## src/rtl/blake2_pkg.sv

```systemverilog
// blake2_pkg: shared types and constants for the BLAKE2s sequencer.
//   ctrl_state_e   : sequencer states (IDLE, LOAD, PAD, WAIT, OUT)
//   BLAKE2S_BB     : block size in bytes
//   BLAKE2S_NN_MAX : largest digest length in bytes
//   PAD_BYTE       : fill byte for the tail of the final block
package blake2_pkg;

    localparam int         BLAKE2S_BB     = 64;
    localparam int         BLAKE2S_NN_MAX = 32;
    localparam logic [7:0] PAD_BYTE       = 8'h00;

    typedef enum logic [2:0] {
        IDLE = 3'd0,
        LOAD = 3'd1,
        PAD  = 3'd2,
        WAIT = 3'd3,
        OUT  = 3'd4
    } ctrl_state_e;

endpackage

```

## src/rtl/blake2s_ctrl_wdog.sv

```systemverilog
// blake2s_ctrl_wdog: compression-wait watchdog for blake2s_ctrl.
// Only instantiated when BLAKE2_CTRL_WDOG_EN is defined.
//   clk, nreset : clock, synchronous active-low reset
//   run         : sequencer is waiting on the core
//   finished    : core finished pulse
//   clr         : new command accepted, clears the sticky error
//   timeout     : one-cycle pulse, the wait ran too long
//   err         : sticky error flag
module blake2s_ctrl_wdog #(
    parameter int WDOG_W = 8
) (
    input  logic clk,
    input  logic nreset,
    input  logic run,
    input  logic finished,
    input  logic clr,
    output logic timeout,
    output logic err
);

    // The counter trips in the cycle its next value would be all-ones,
    // so the error shows after 2^WDOG_W-1 waiting cycles.
    localparam logic [WDOG_W-1:0] CNT_TRIP = {{(WDOG_W-1){1'b1}}, 1'b0};

    logic [WDOG_W-1:0] cnt;

    assign timeout = run && !finished && (cnt == CNT_TRIP);

    always_ff @(posedge clk) begin
        if (!nreset) begin
            cnt <= '0;
            err <= 1'b0;
        end else begin
            if (run && !finished)
                cnt <= cnt + WDOG_W'(1);
            else
                cnt <= '0;

            if (clr)
                err <= 1'b0;
            else if (timeout)
                err <= 1'b1;
        end
    end

endmodule

```

## src/rtl/blake2s_ctrl.sv

```systemverilog
// blake2s_ctrl: sequencer for the blake2s_hash256 core.
// Takes a hash command (message length, digest length) and a byte stream,
// chops it into BB-byte blocks, zero-pads the final block, feeds the core
// one byte per cycle and streams the digest back out.
// Optional feature macro: BLAKE2_CTRL_WDOG_EN (bounded wait on the core,
// sticky err_o); without it err_o is tied low.
// Ports:
//   clk, nreset                    : clock, synchronous active-low reset
//   cmd_v_i/cmd_ready_o            : command handshake
//   cmd_ll_i, cmd_nn_i             : message length (bytes), digest length
//   s_v_i/s_ready_o, s_data_i      : message byte stream
//   core_kk_o/nn_o/ll_o            : key len (0), latched nn, latched ll
//   core_block_first_o/last_o      : block position flags
//   core_data_v_o/idx_o/core_data_o: byte write into the core block buffer
//   core_finished_i, core_h_i      : compression done pulse, digest byte
//   h_v_o, h_o, h_last_o           : digest byte stream
//   err_o                          : watchdog error
module blake2s_ctrl
    import blake2_pkg::*;
#(
    parameter int BB     = BLAKE2S_BB,
    parameter int WDOG_W = 8
) (
    input  logic        clk,
    input  logic        nreset,
    input  logic        cmd_v_i,
    output logic        cmd_ready_o,
    input  logic [63:0] cmd_ll_i,
    input  logic [5:0]  cmd_nn_i,
    input  logic        s_v_i,
    output logic        s_ready_o,
    input  logic [7:0]  s_data_i,
    output logic [5:0]  core_kk_o,
    output logic [5:0]  core_nn_o,
    output logic [63:0] core_ll_o,
    output logic        core_block_first_o,
    output logic        core_block_last_o,
    output logic        core_data_v_o,
    output logic [5:0]  core_data_idx_o,
    output logic [7:0]  core_data_o,
    input  logic        core_finished_i,
    input  logic [7:0]  core_h_i,
    output logic        h_v_o,
    output logic [7:0]  h_o,
    output logic        h_last_o,
    output logic        err_o
);

    localparam logic [5:0]  IDX_LAST = 6'(BB - 1);
    localparam logic [63:0] BB_LEN   = 64'(BB);

    ctrl_state_e state, state_nxt;

    logic [63:0] rem;   // message bytes still to be accepted
    logic [5:0]  idx;   // next byte slot in the current block
    logic [5:0]  oc;    // digest bytes emitted so far
    logic        cmd_acc;
    logic        s_acc;
    logic        wdog_to;

    assign cmd_ready_o = (state == IDLE);
    assign s_ready_o   = (state == LOAD) && (rem != '0);
    assign cmd_acc     = cmd_v_i && cmd_ready_o;
    assign s_acc       = s_v_i && s_ready_o;
    assign core_kk_o   = 6'd0;

`ifdef BLAKE2_CTRL_WDOG_EN
    blake2s_ctrl_wdog #(
        .WDOG_W   (WDOG_W)
    ) u_wdog (
        .clk      (clk),
        .nreset   (nreset),
        .run      (state == WAIT),
        .finished (core_finished_i),
        .clr      (cmd_acc),
        .timeout  (wdog_to),
        .err      (err_o)
    );
`else
    assign wdog_to = 1'b0;
    assign err_o   = 1'b0;
`endif

    always_ff @(posedge clk) begin
        if (!nreset)
            state <= IDLE;
        else
            state <= state_nxt;
    end

    always_comb begin
        state_nxt = state;
        case (state)
            IDLE: begin
                if (cmd_acc)
                    state_nxt = (cmd_ll_i == '0) ? PAD : LOAD;
            end
            LOAD: begin
                // A full block wins over "message ran out": the last byte
                // landing in slot 63 needs no padding.
                if (s_acc) begin
                    if (idx == IDX_LAST)
                        state_nxt = WAIT;
                    else if (rem == 64'd1)
                        state_nxt = PAD;
                end
            end
            PAD: begin
                if (idx == IDX_LAST)
                    state_nxt = WAIT;
            end
            WAIT: begin
                if (core_finished_i)
                    state_nxt = core_block_last_o ? OUT : LOAD;
                else if (wdog_to)
                    state_nxt = IDLE;
            end
            OUT: begin
                if (oc == core_nn_o - 6'd1)
                    state_nxt = IDLE;
            end
            default: state_nxt = IDLE;
        endcase
    end

    // Datapath. core_block_first_o/last_o are the block-position registers
    // themselves, so they only move at command accept and between blocks.
    always_ff @(posedge clk) begin
        if (!nreset) begin
            rem                <= '0;
            idx                <= '0;
            oc                 <= '0;
            core_nn_o          <= '0;
            core_ll_o          <= '0;
            core_block_first_o <= 1'b0;
            core_block_last_o  <= 1'b0;
            core_data_v_o      <= 1'b0;
            core_data_idx_o    <= '0;
            core_data_o        <= '0;
            h_v_o              <= 1'b0;
            h_o                <= '0;
            h_last_o           <= 1'b0;
        end else begin
            core_data_v_o <= 1'b0;
            h_v_o         <= 1'b0;
            h_last_o      <= 1'b0;
            case (state)
                IDLE: begin
                    if (cmd_acc) begin
                        core_ll_o          <= cmd_ll_i;
                        core_nn_o          <= cmd_nn_i;
                        rem                <= cmd_ll_i;
                        idx                <= '0;
                        core_block_first_o <= 1'b1;
                        core_block_last_o  <= (cmd_ll_i <= BB_LEN);
                    end
                end
                LOAD: begin
                    if (s_acc) begin
                        core_data_v_o   <= 1'b1;
                        core_data_idx_o <= idx;
                        core_data_o     <= s_data_i;
                        idx             <= idx + 6'd1;
                        rem             <= rem - 64'd1;
                    end
                end
                PAD: begin
                    core_data_v_o   <= 1'b1;
                    core_data_idx_o <= idx;
                    core_data_o     <= PAD_BYTE;
                    idx             <= idx + 6'd1;
                end
                WAIT: begin
                    if (core_finished_i) begin
                        if (!core_block_last_o) begin
                            core_block_first_o <= 1'b0;
                            core_block_last_o  <= (rem <= BB_LEN);
                            idx                <= '0;
                        end else begin
                            oc <= '0;
                        end
                    end
                end
                OUT: begin
                    h_v_o    <= 1'b1;
                    h_o      <= core_h_i;
                    h_last_o <= (oc == core_nn_o - 6'd1);
                    oc       <= oc + 6'd1;
                end
                default: ;
            endcase
        end
    end

endmodule

```

## config.mk

```make
export PLATFORM = sky130hd
export DESIGN_NAME = blake2s_ctrl
export DESIGN_NICKNAME = d
export VERILOG_FILES = /design/src/rtl/blake2_pkg.sv /design/src/rtl/blake2s_ctrl_wdog.sv /design/src/rtl/blake2s_ctrl.sv
export SDC_FILE = /design/constraint.sdc
export NUM_CORES = 1
export LEC_CHECK = 0
export ABC_AREA = 1
export CAP_MARGIN = 30
export CORE_ASPECT_RATIO = 1.2
export CORE_MARGIN = 1
export CORE_UTILIZATION = 53
export DETAILED_ROUTE_END_ITERATION = 10
export PLACE_DENSITY = 0.82
export SYNTH_ARGS = -nofsm -noshare
export SYNTH_HDL_FRONTEND = slang
export SYNTH_HIERARCHICAL = 1
export SYNTH_SLANG_ARGS = --single-unit
```

## constraint.sdc

```tcl
create_clock -name clk -period 3.69 [get_ports clk]
set_clock_uncertainty 0.05 [all_clocks]
set_input_delay 0.369 -clock clk [delete_from_list [all_inputs] [get_ports clk]]
set_output_delay 0.369 -clock clk [all_outputs]
set_load 0.02 [all_outputs]
```

==> results.ini <==
[floorplan]
start_util_pct=54.1
die_w_um=124
core_region_area_um2=17400
ios=197
die_h_um=148
core.rowCount=53
die-area_um2=18300

[critical_path]
r2r_end=rem[0]
timing.critical_path.to=s_ready_o
start_kind=register
slowest_delay_ps=670
critPathSlowestCell=clkdlybuf4s50_1
timing.rr.start=rem[0]
startpoint=rem[0]
crit_type=reg2out
worst_setup_path_end_kind=primary output
crit_chain=inv_1 > ha_1 > nand2_2 > nor2_4 > nand2_2 > nor2_4 > a21oi_1 > clkdlybuf4s50_1
path_max_fanout=5
crit_required_ps=3270
ff2ff_path_depth=12
crit_arrival_ps=2480
r2r_slack_ps=820

[clocking]
ctsResizeCount=0
clkSinkCount=176
htreeDepth=4
cts_buffer_depth=2
cts_tree=built
insertion_delay_ps=440
cts_setup_buffers=0
clkTransAtPathRegs_ps=70
numCtsBuffers=17
hold_buffers=0
cts_root_buffer=clkbuf_16

[route]
drc_errors=0
drt-total-wl_mm=29.5
drtIter0Drc=848
routedWlPerCell_um=15.9
firstDrtPassIters=6
vias_per_cell=5.55
vias=10300
postRouteAntennaNets=0

[sta]
drv_slew=0
hold_viol=0
tns_ps=0
rsz0062_at_grt=no
fin_ws_ps=794
max_freq_ghz=0.345
finalCriticalPeriod_ps=2900
maxSlewHeadroom_pct=39.5
setup_viol=0
fin_crit_sh_pct=78.5
worstMarginPinSlew_ps=907

[yosys]
synth_enable_flop_cells=0
ys_warn_count=6
seq_area_frac_synth_pct=37.4
yosys.area.top_type=dfxtp_1
async_reset_ff_share_pct=0
syn_area_um2=9430
synthCells=1472
synth_top_area_share_pct=37.4
yosys-top-cells-area=dfxtp_1 (37%), nand2_1 (12%), nor2_1 (11%)
synth_seq_cells=176
avgSynthCellArea_um2=6.40
synth_ff_type=dfxtp_1
synthTopCellsByCount=nand2_1 (289), nor2_1 (288), dfxtp_1 (176)
yosysUniqueCellTypes=43
yosysMostFrequentCell=nand2_1

[placement]
port_buffers=189
globalplace.congestion=0.990
pre_cts_ws_ps=891
dp_hpwl_mm=21.0

[power]
vdd_ir_drop_max_uv=398
pwr_density_cell_nw_per_um2=892
p_leak_nw=4.94

[grt]
grt_use_total_pct=32.7
grt_pass1_vias=9496
overflow=0
grt_max_degree=105
grt_pass1_wl_mm=47.1
grt_antenna_before_repair=0

[final_layout]
seq_area_um2=3520
finish.net_count=1716
n_fill_cell=1544
n_antenna_cell=0
area_delta_synth_final_pct=26.8
multiInputGateArea_um2=5140
drive_above_1_share_pct=5.21

[job]
cap_violations=0

[min_path]
hp-class=in2reg

[status]
status=finished, final reports clean

-- cell families (layout without fill, tap and decap cells) --
logic type | Yosys count | after routing | synth area share (%)
flops | 176 | 176 | 37.4
xor+xnor | 17 | 17 | 1.58
other cells | 1 | 7 | 0.0398
fa+ha+maj | 5 | 5 | 0.664
compound gates | 329 | 329 | 18.6
simple gates | 748 | 748 | 33.3
buf+inv | 196 | 349 | 8.41
-- routing by layer --
| metal | up-vias | track usage, % | part of all wire (%) |
|---|---|---|---|
| li1 | 5076 | - | - |
| met1 | 4684 | 40.8 | 41 |
| met2 | 433 | 53.9 | 48 |
| met3 | 75 | 5.18 | 6.5 |
| met4 | 0 | 16.6 | 4.5 |
| met5 | - | 0 | 0 |
-- final cells by class --
| type | instances | share of cell area [%] |
|---|---|---|
| well taps | 220 | 2.30 |
| flip-flops and latches | 176 | 29.5 |
| multi-input cells | 1106 | 43.0 |
| clock inverters | 13 | 1.49 |
| clock buffers | 17 | 3.56 |
| inverters | 122 | 3.83 |
| repair buffers | 197 | 16.3 |
-- per-stage QoR --
step | cell area (µm²) | utilization (%) | instances | hold WS [ps] | power, W
after floorplan | 9450 | - | 1478 | 408 | 0.00684
after global placement | 11300 | 65.1 | 1821 | 411 | 0.00857
after detailed placement | 11300 | 65.1 | 1821 | 417 | 0.00867
after CTS | 12000 | 68.5 | 1851 | 351 | 0.0106
after global routing | 12000 | 68.5 | 1851 | 388 | 0.0114
final | 12000 | 68.5 | 1851 | 365 | 0.0107
-- critical path, delay by kind of cell (launching register included) --
kind | cells | cell delay, ps
compound gates | 1 | 250
fa+ha+maj | 1 | 260
buf+inv | 2 | 770
flops | 1 | 390
simple gates | 4 | 370
-- placed cells by master (no fill, tap or decap), types with 13 or more instances in the layout --
cell,instances
nor3_1,24
nand2_1,288
a21oi_1,106
nor2_1,287
clkdlybuf4s50_1,188
xor2_1,13
nand4_1,16
inv_1,118
nand2_2,13
dfxtp_1,176
nand3_1,84
a31oi_1,29
o21ai_0,166
clkbuf_16,17
-- how the worst min path moves through the flow --
stage | cells past startpoint | startpoint | end
6_report | 3 | nreset | oc[0]
5_1_grt | 3 | nreset | rem[44]
4_1_cts | 3 | nreset | oc[0]
3_5_place_dp | 2 | core_block_first_o | core_block_first_o
3_3_place_gp | 2 | core_block_first_o | core_block_first_o
2_1_floorplan | 2 | idx[0] | idx[0]
-- sequential cells by signal (all words and copies together) (netlist names) --
name	count
core_ll_o	64
rem	64
core_data_o	8
h_o	8
core_data_idx_o	6
core_nn_o	6
idx	6
oc	6
state	3
core_block_first_o	1
core_block_last_o	1
core_data_v_o	1
h_last_o	1
h_v_o	1
-- power breakdown --
group / leakage (nW) / total (W) / switching [W] / internal [W]
Combinational: 3.20 / 0.00546 / 0.00350 / 0.00196
Clock: 0.288 / 0.00191 / 0.000831 / 0.00108
Sequential: 1.45 / 0.00330 / 0.000662 / 0.00264
Total: 4.94 / 0.0107 / 0.00499 / 0.00567
No activity file was read; power rests on OpenSTA's default activity.
